==> src/rtl/truth_table_sweeper.sv <==
// Truth-table sweeper: walks every input vector of an n-input function,
// drives it to two implementations, waits a settle window, then compares
// their outputs. Counts mismatches and records the first failing vector.
module truth_table_sweeper #(
    parameter int MAX_N  = 4,
    parameter int SETTLE = 1
) (
    input  logic             clk,
    input  logic             reset,
    input  logic             start,
    input  logic             abort,
    input  logic [2:0]       num_in,
    input  logic             y_a,
    input  logic             y_b,
    output logic [MAX_N-1:0] vec,
    output logic             busy,
    output logic             done,
    output logic             cfg_err,
    output logic             fail_flag,
    output logic [MAX_N:0]   mismatch_cnt,
    output logic [MAX_N-1:0] first_fail_vec
);

    localparam int CW = (SETTLE > 1) ? $clog2(SETTLE) : 1;
    localparam logic [MAX_N-1:0] ONES = '1;

    typedef enum logic [2:0] {
        S_IDLE,
        S_APPLY,
        S_SETTLE,
        S_CHECK,
        S_DONE
    } state_t;

    state_t           state_q, state_d;
    logic [2:0]       n_q, n_d;
    logic [MAX_N-1:0] k_q, k_d;
    logic [CW-1:0]    settle_q, settle_d;
    logic [MAX_N:0]   cnt_q, cnt_d;
    logic             fail_q, fail_d;
    logic [MAX_N-1:0] first_q, first_d;
    logic             cfg_q, cfg_d;

    logic             cfg_ok;
    logic             last_vec;
    logic             mismatch;
    logic [MAX_N-1:0] k_mask;

    // Accept only 1..MAX_N active inputs.
    assign cfg_ok   = (num_in != 3'd0) && ({29'd0, num_in} <= 32'(MAX_N));
    // All-ones in the low n bits marks the final vector of this sweep.
    assign k_mask   = ~(ONES << n_q);
    assign last_vec = (k_q == k_mask);
    assign mismatch = (y_a != y_b);

    // State register and datapath registers with synchronous reset.
    always_ff @(posedge clk) begin
        if (reset) begin
            state_q  <= S_IDLE;
            n_q      <= '0;
            k_q      <= '0;
            settle_q <= '0;
            cnt_q    <= '0;
            fail_q   <= 1'b0;
            first_q  <= '0;
            cfg_q    <= 1'b0;
        end else begin
            state_q  <= state_d;
            n_q      <= n_d;
            k_q      <= k_d;
            settle_q <= settle_d;
            cnt_q    <= cnt_d;
            fail_q   <= fail_d;
            first_q  <= first_d;
            cfg_q    <= cfg_d;
        end
    end

    // Next-state logic: sequencing through apply / settle / check per vector.
    always_comb begin
        state_d = state_q;
        case (state_q)
            S_IDLE: begin
                if (start && cfg_ok) begin
                    state_d = S_APPLY;
                end
            end
            S_APPLY: begin
                state_d = abort ? S_IDLE : S_SETTLE;
            end
            S_SETTLE: begin
                if (abort) begin
                    state_d = S_IDLE;
                end else if (settle_q == '0) begin
                    state_d = S_CHECK;
                end
            end
            S_CHECK: begin
                if (abort) begin
                    state_d = S_IDLE;
                end else if (last_vec) begin
                    state_d = S_DONE;
                end else begin
                    state_d = S_APPLY;
                end
            end
            S_DONE: begin
                state_d = S_IDLE;
            end
            default: begin
                state_d = S_IDLE;
            end
        endcase
    end

    // Datapath next values: config latch, settle counter, vector index, results.
    always_comb begin
        n_d      = n_q;
        k_d      = k_q;
        settle_d = settle_q;
        cnt_d    = cnt_q;
        fail_d   = fail_q;
        first_d  = first_q;
        cfg_d    = 1'b0;
        case (state_q)
            S_IDLE: begin
                if (start) begin
                    if (cfg_ok) begin
                        n_d     = num_in;
                        k_d     = '0;
                        cnt_d   = '0;
                        fail_d  = 1'b0;
                        first_d = '0;
                    end else begin
                        cfg_d = 1'b1;
                    end
                end
            end
            S_APPLY: begin
                settle_d = CW'(SETTLE - 1);
            end
            S_SETTLE: begin
                if (settle_q != '0) begin
                    settle_d = settle_q - CW'(1);
                end
            end
            S_CHECK: begin
                // An abort in the check cycle discards this vector's compare.
                if (!abort) begin
                    if (mismatch) begin
                        cnt_d = cnt_q + (MAX_N + 1)'(1);
                        if (!fail_q) begin
                            fail_d  = 1'b1;
                            first_d = k_q;
                        end
                    end
                    if (!last_vec) begin
                        k_d = k_q + MAX_N'(1);
                    end
                end
            end
            default: begin
            end
        endcase
    end

    // Moore outputs decoded from the current state.
    always_comb begin
        vec  = '0;
        busy = 1'b0;
        done = 1'b0;
        case (state_q)
            S_APPLY, S_SETTLE, S_CHECK: begin
                vec  = k_q;
                busy = 1'b1;
            end
            S_DONE: begin
                done = 1'b1;
            end
            default: begin
            end
        endcase
    end

    assign cfg_err        = cfg_q;
    assign fail_flag      = fail_q;
    assign mismatch_cnt   = cnt_q;
    assign first_fail_vec = first_q;

endmodule
==> config.mk <==
export PLATFORM = sky130hd
export DESIGN_NAME = truth_table_sweeper
export DESIGN_NICKNAME = d
export VERILOG_FILES = /design/src/rtl/truth_table_sweeper.sv
export SDC_FILE = /design/constraint.sdc
export NUM_CORES = 1
export LEC_CHECK = 0
export ABC_AREA = 0
export BUFFER_PORTS_ARGS = -buffer_cell sky130_fd_sc_hd__buf_2
export CAP_MARGIN = 10
export CORE_ASPECT_RATIO = 0.7
export CORE_MARGIN = 4
export CORE_UTILIZATION = 50
export CTS_BUF_LIST = sky130_fd_sc_hd__clkbuf_16
export DETAILED_ROUTE_END_ITERATION = 10
export GPL_TIMING_DRIVEN = 0
export PLACE_DENSITY = 0.73
export RECOVER_POWER = 100
export SYNTH_ARGS = -nofsm -noshare
export SYNTH_HDL_FRONTEND = slang
export SYNTH_SLANG_ARGS = --single-unit
==> constraint.sdc <==
create_clock -name clk -period 4.8 [get_ports clk]
set_clock_uncertainty 0.2 [all_clocks]
set_input_delay 0.96 -clock clk [delete_from_list [all_inputs] [get_ports clk]]
set_output_delay 0.96 -clock clk [all_outputs]
set_load 0.1 [all_outputs]
== After elaboration in Yosys (flattened, before gate mapping) ==
Cells that the tools add are included.

* Output and inout port bits: 17
* Flip-flop bits (word level): 22
* Input port bits: 9

* Bitwise gates (word level): 3
* Eq/ne operators: 14
* Muxes and demuxes: 32
* Shift-type cells: 1
* Reduce and logical (&&, ||, !) cells: 13
* Add/sub/neg operators: 3
* Magnitude comparators: 1

{| class="wikitable"
|+ Operators with widths
! operator !! count
|-
| two-way mux 4 bit || 8
|-
| two-way mux 5 bit || 4
|-
| one-hot mux 4 bit (2 select lines) || 2
|-
| two-way mux 3 bit || 5
|-
| inequality test 2 bit, second input constant || 7
|-
| one-hot mux 3 bit (4 select lines) || 1
|-
| one-hot mux 5 bit (2 select lines) || 1
|-
| AND reduction 5 bit || 2
|-
| two-way mux 1 bit || 8
|-
| equality test 3 x 2 -> 1 bit, second input constant || 2
|-
| AND reduction 6 bit || 1
|-
| OR reduction 3 bit || 2
|-
| adder 5 x 1 -> 5 bit, second input constant || 1
|-
| adder 4 x 1 -> 4 bit, second input constant || 1
|-
| equality test 4 bit || 1
|-
| inverter 4 bit || 1
|-
| one-hot mux 1 bit (2 select lines) || 2
|-
| nonzero test 2 bit || 2
|-
| left shift 4 x 3 -> 4 bit, first input constant || 1
|-
| equality test 3 x 1 -> 1 bit, second input constant || 1
|-
| equality test 3 bit, second input constant || 1
|-
| <= comparator 3 bit, second input constant || 1
|-
| zero test 3 bit || 1
|-
| inequality test 3 bit, second input constant || 1
|-
| 8 further kinds || 10
|}

== Logic depth before layout (Yosys ltp) ==
* Word-level depth: 6
* Depth in mapped cells: 7
* Depth with buffers taken out: 5

== Least setup slack after synthesis ==
Ideal clock, no wire load.

* Path type: reg2out
* Start: register state_q[2]
* End: output done
* Path slack: 0.879 ns
* Data required time: 3.640 ns
* Cell stages (with the launch flop): 4
* Arrival time: 2.761 ns
* Cells stage by stage: dfxtp_1 -> clkbuf_1 -> inv_1 -> nor3_1

* Longest elaborated chain between the ends: 2

{| class="wikitable"
|+ RTL lines
! what !! RTL line !! text
|-
| start, declared || 35 || <nowiki>state_t state_q, state_d;</nowiki>
|-
| start signal, assigned || 68 || <nowiki>state_q <= state_d;</nowiki>
|-
| equality test 3 bit || 172 || <nowiki>case (state_q)</nowiki>
|-
| two-way mux 1 bit || 172 ||
|-
| end, declared || 17 || <nowiki>output logic done,</nowiki>
|}

Every way passes these cells.

== Final worst setup path ==
Ends and elaborated chain as after synthesis.

==> metrics.csv <==
stage,metric,value,unit
drt,wl,2.668,mm
power_and_ir_drop,ir_drop,0.2287,mV
floorplan,start_util,0.5494,
synthesis,ys_types,42,
placed_design,dpl.hpwl,2.020,mm
synthesis,syn_area,0.001072,sq mm
outcome,status,completed,
drt,drtPass1Iterations,4,
worst_setup_path,worstPathMaxFanout,10,
finish,area_growth,18.32,%
cts,cts_max_path_buffers,2,
synthesis,synth.most_common_cell,dfxtp_1,
finish,layout-drive-gt1-share,0.09740,
floorplan,ios,26,
cts,cts_tree,done,
floorplan,dieArea,0.002961,sq mm
power_and_ir_drop,power_per_cell_area,345.6,mW/mm^2
synthesis,synth_nets,138,
worst_setup_path,r2r-end,first_fail_vec[1],
synthesis,synth_seq_cells,21,
grt,grt_max_degree,12,
drt,wire_per_inst,15.16,um
grt,grt_pass1_wl,4.340,mm
cts,root_buffer,clkbuf_16,
grt,grt_pass1_vias,900,
finish,final_nets,166,
sta,finalMaxSlewViolations,0,
run,max_cap_violations,0,
cts,cts_setup_buffers,0,
min_path,hp-class,flip-flop to flip-flop,
cts,cts_resized,0,
grt,gr-total-overflow,0,
placed_design,gp_congestion,0.8046,
floorplan,core.rowCount,13,
drt,drtIter0Drc,71,
worst_setup_path,end_kind,output pin,
synthesis,async_flop_share,0,
placed_design,dp_slack,1.855,ns
worst_setup_path,worstReg2RegStart,state_q[1],
sta,timing.slew.headroom,0.2193,
sta,fin_crit_sh,0.6957,
floorplan,die_w,63.35,um
grt,grt_use_total,0.1903,
worst_setup_path,worstPathRequired,3.64,ns
cts,clkSinkCount,21,
synthesis,synth_top_area_cell,dfxtp_1,
sta,fin_crit,3.339,ns
worst_setup_path,crit_path_end,done,
synthesis,yosysTopAreaCellShare,0.3921,
sta,fmax,299.5,MHz
sta,rsz0062_at_grt,no,
floorplan,die_y,46.75,um
worst_setup_path,r2r_slack,2.29,ns
grt,antenna_found_initial,0,
sta,tightest_slew,1.176,ns
drt,postRouteAntennaNets,0,
synthesis,synth_enable_flop_cells,0,
placed_design,port-buffer-count,23,
cts,htreeDepth,1,
worst_setup_path,worstSetupStartpointType,flip-flop,
drt,vias_per_cell,5.966,
sta,layout_setup_ws,1.461,ns
synthesis,synthTopCellsByCount,"21 x dfxtp_1, 14 x nor2_1, 10 x a21oi_1, 8 x nor3_1, 7 x o21ai_0",
sta,fin_setup_tns,0,ns
drt,drc,0,
sta,finalSetupViolCount,0,
worst_setup_path,cp-startpoint,state_q[2],
synthesis,ys_seq_area_frac,0.3921,
synthesis,synth_area_leaders,"dfxtp_1 39%, nor2_1 4.9%, a21oi_1 4.7%",
cts,clk_pin_slew,0.06,ns
worst_setup_path,reg2regPathDepth,5,
power_and_ir_drop,p_leak,0.4667,nW
synthesis,yosys_most_used_dff,dfxtp_1,
cts,cts_made_buffers,3,
cts,clock_latency,0.25,ns
synthesis,avgSynthCellArea,8.443,sq um
finish,antenna_cells,0,
synthesis,yosys_warnings,0,
floorplan,core,0.001952,sq mm
sta,hold_viol,0,
synthesis,syn_inst,127,
cts,cts_hold_buf,0,
worst_setup_path,cp.arrival,2.18,ns
drt,num_vias,1050,
worst_setup_path,worst-setup-path-type,flip-flop to output pin,
## stage by stage
step | util | power, mW | instances | area [sq um] | hold slack [ns]
2_1_floorplan | - | 0.2535 | 127 | 1072 | 0.2797
3_3_place_gp | 0.6224 | 0.2695 | 172 | 1215 | 0.2519
3_5_place_dp | 0.6224 | 0.2712 | 172 | 1215 | 0.2591
4_1_cts | 0.6628 | 0.4419 | 176 | 1294 | 0.2729
5_1_grt | 0.6500 | 0.4584 | 176 | 1269 | 0.2976
6_report | 0.6500 | 0.4385 | 176 | 1269 | 0.2787
## worst min-delay path by stage
stage	cells past startpoint	slack [ns]	start	end
finish	1	0.28	first_fail_vec[0]	first_fail_vec[0]
detailed placement	1	0.26	first_fail_vec[0]	first_fail_vec[0]
CTS	1	0.27	first_fail_vec[0]	first_fail_vec[0]
global route	1	0.30	first_fail_vec[2]	first_fail_vec[2]
floorplan	1	0.28	k_q[0]	first_fail_vec[0]
global placement	1	0.25	first_fail_vec[0]	first_fail_vec[0]
## critical path, cell delays in order (launching register included)
cell and delay, ns:
dfxtp_1 0.37, clkbuf_1 0.36, inv_1 0.12, nor3_1 0.18, clkbuf_1 0.89
## placed cells by master, fill, tap and decap left out, types with 4 or more instances in the layout
cell,instances
a21oi_1,10
a22o_1,4
buf_2,7
clkbuf_1,23
dfxtp_1,21
inv_1,7
nand3_1,4
nor2_1,14
nor3_1,8
o21ai_0,7
## report_power, final
group          switching (mW)  internal, mW
logic                  0.0548        0.0239
clock network          0.0612         0.111
registers             0.00649         0.181
total                   0.122         0.316
## routing by layer
layer  GRT usage  vias to the layer above  routed length (um)
li1            -                      523                   -
met1      0.2642                      486                1336
met2      0.3008                       39                1119
met3     0.05502                        2                 200
met4     0.03863                        0                  11
met5           0                        -                   0
## area by class of cell
cell class / instances / area (sq um)
clock buffers: 3 / 75.07
flip-flops and latches: 21 / 420.4
clock inverters: 1 / 3.754
multi-input cells: 92 / 593.1
well taps: 22 / 27.53
plain buffers: 8 / 33.78
fillers: 179 / 683.2
inverters: 6 / 22.52
repair buffers: 23 / 92.59
## logic make-up (layout without fill, tap and decap cells)
kind of cell | count (synthesis) | count (layout) | synth area share
fa+ha+maj | 2 | 2 | 0.02333
compound gates | 35 | 35 | 0.2229
mux | 3 | 3 | 0.02801
simple gates | 48 | 48 | 0.2486
xor+xnor | 4 | 4 | 0.03268
flops | 21 | 21 | 0.3921
buf+inv | 14 | 41 | 0.05250
## sequential cells by signal, summed over array words and instances, names as in the netlist
signal	count
mismatch_cnt	5
first_fail_vec	4
k_q	4
n_q	3
state_q	3
cfg_err	1
fail_flag	1
Note: power is estimated with default switching activity, not from simulation.
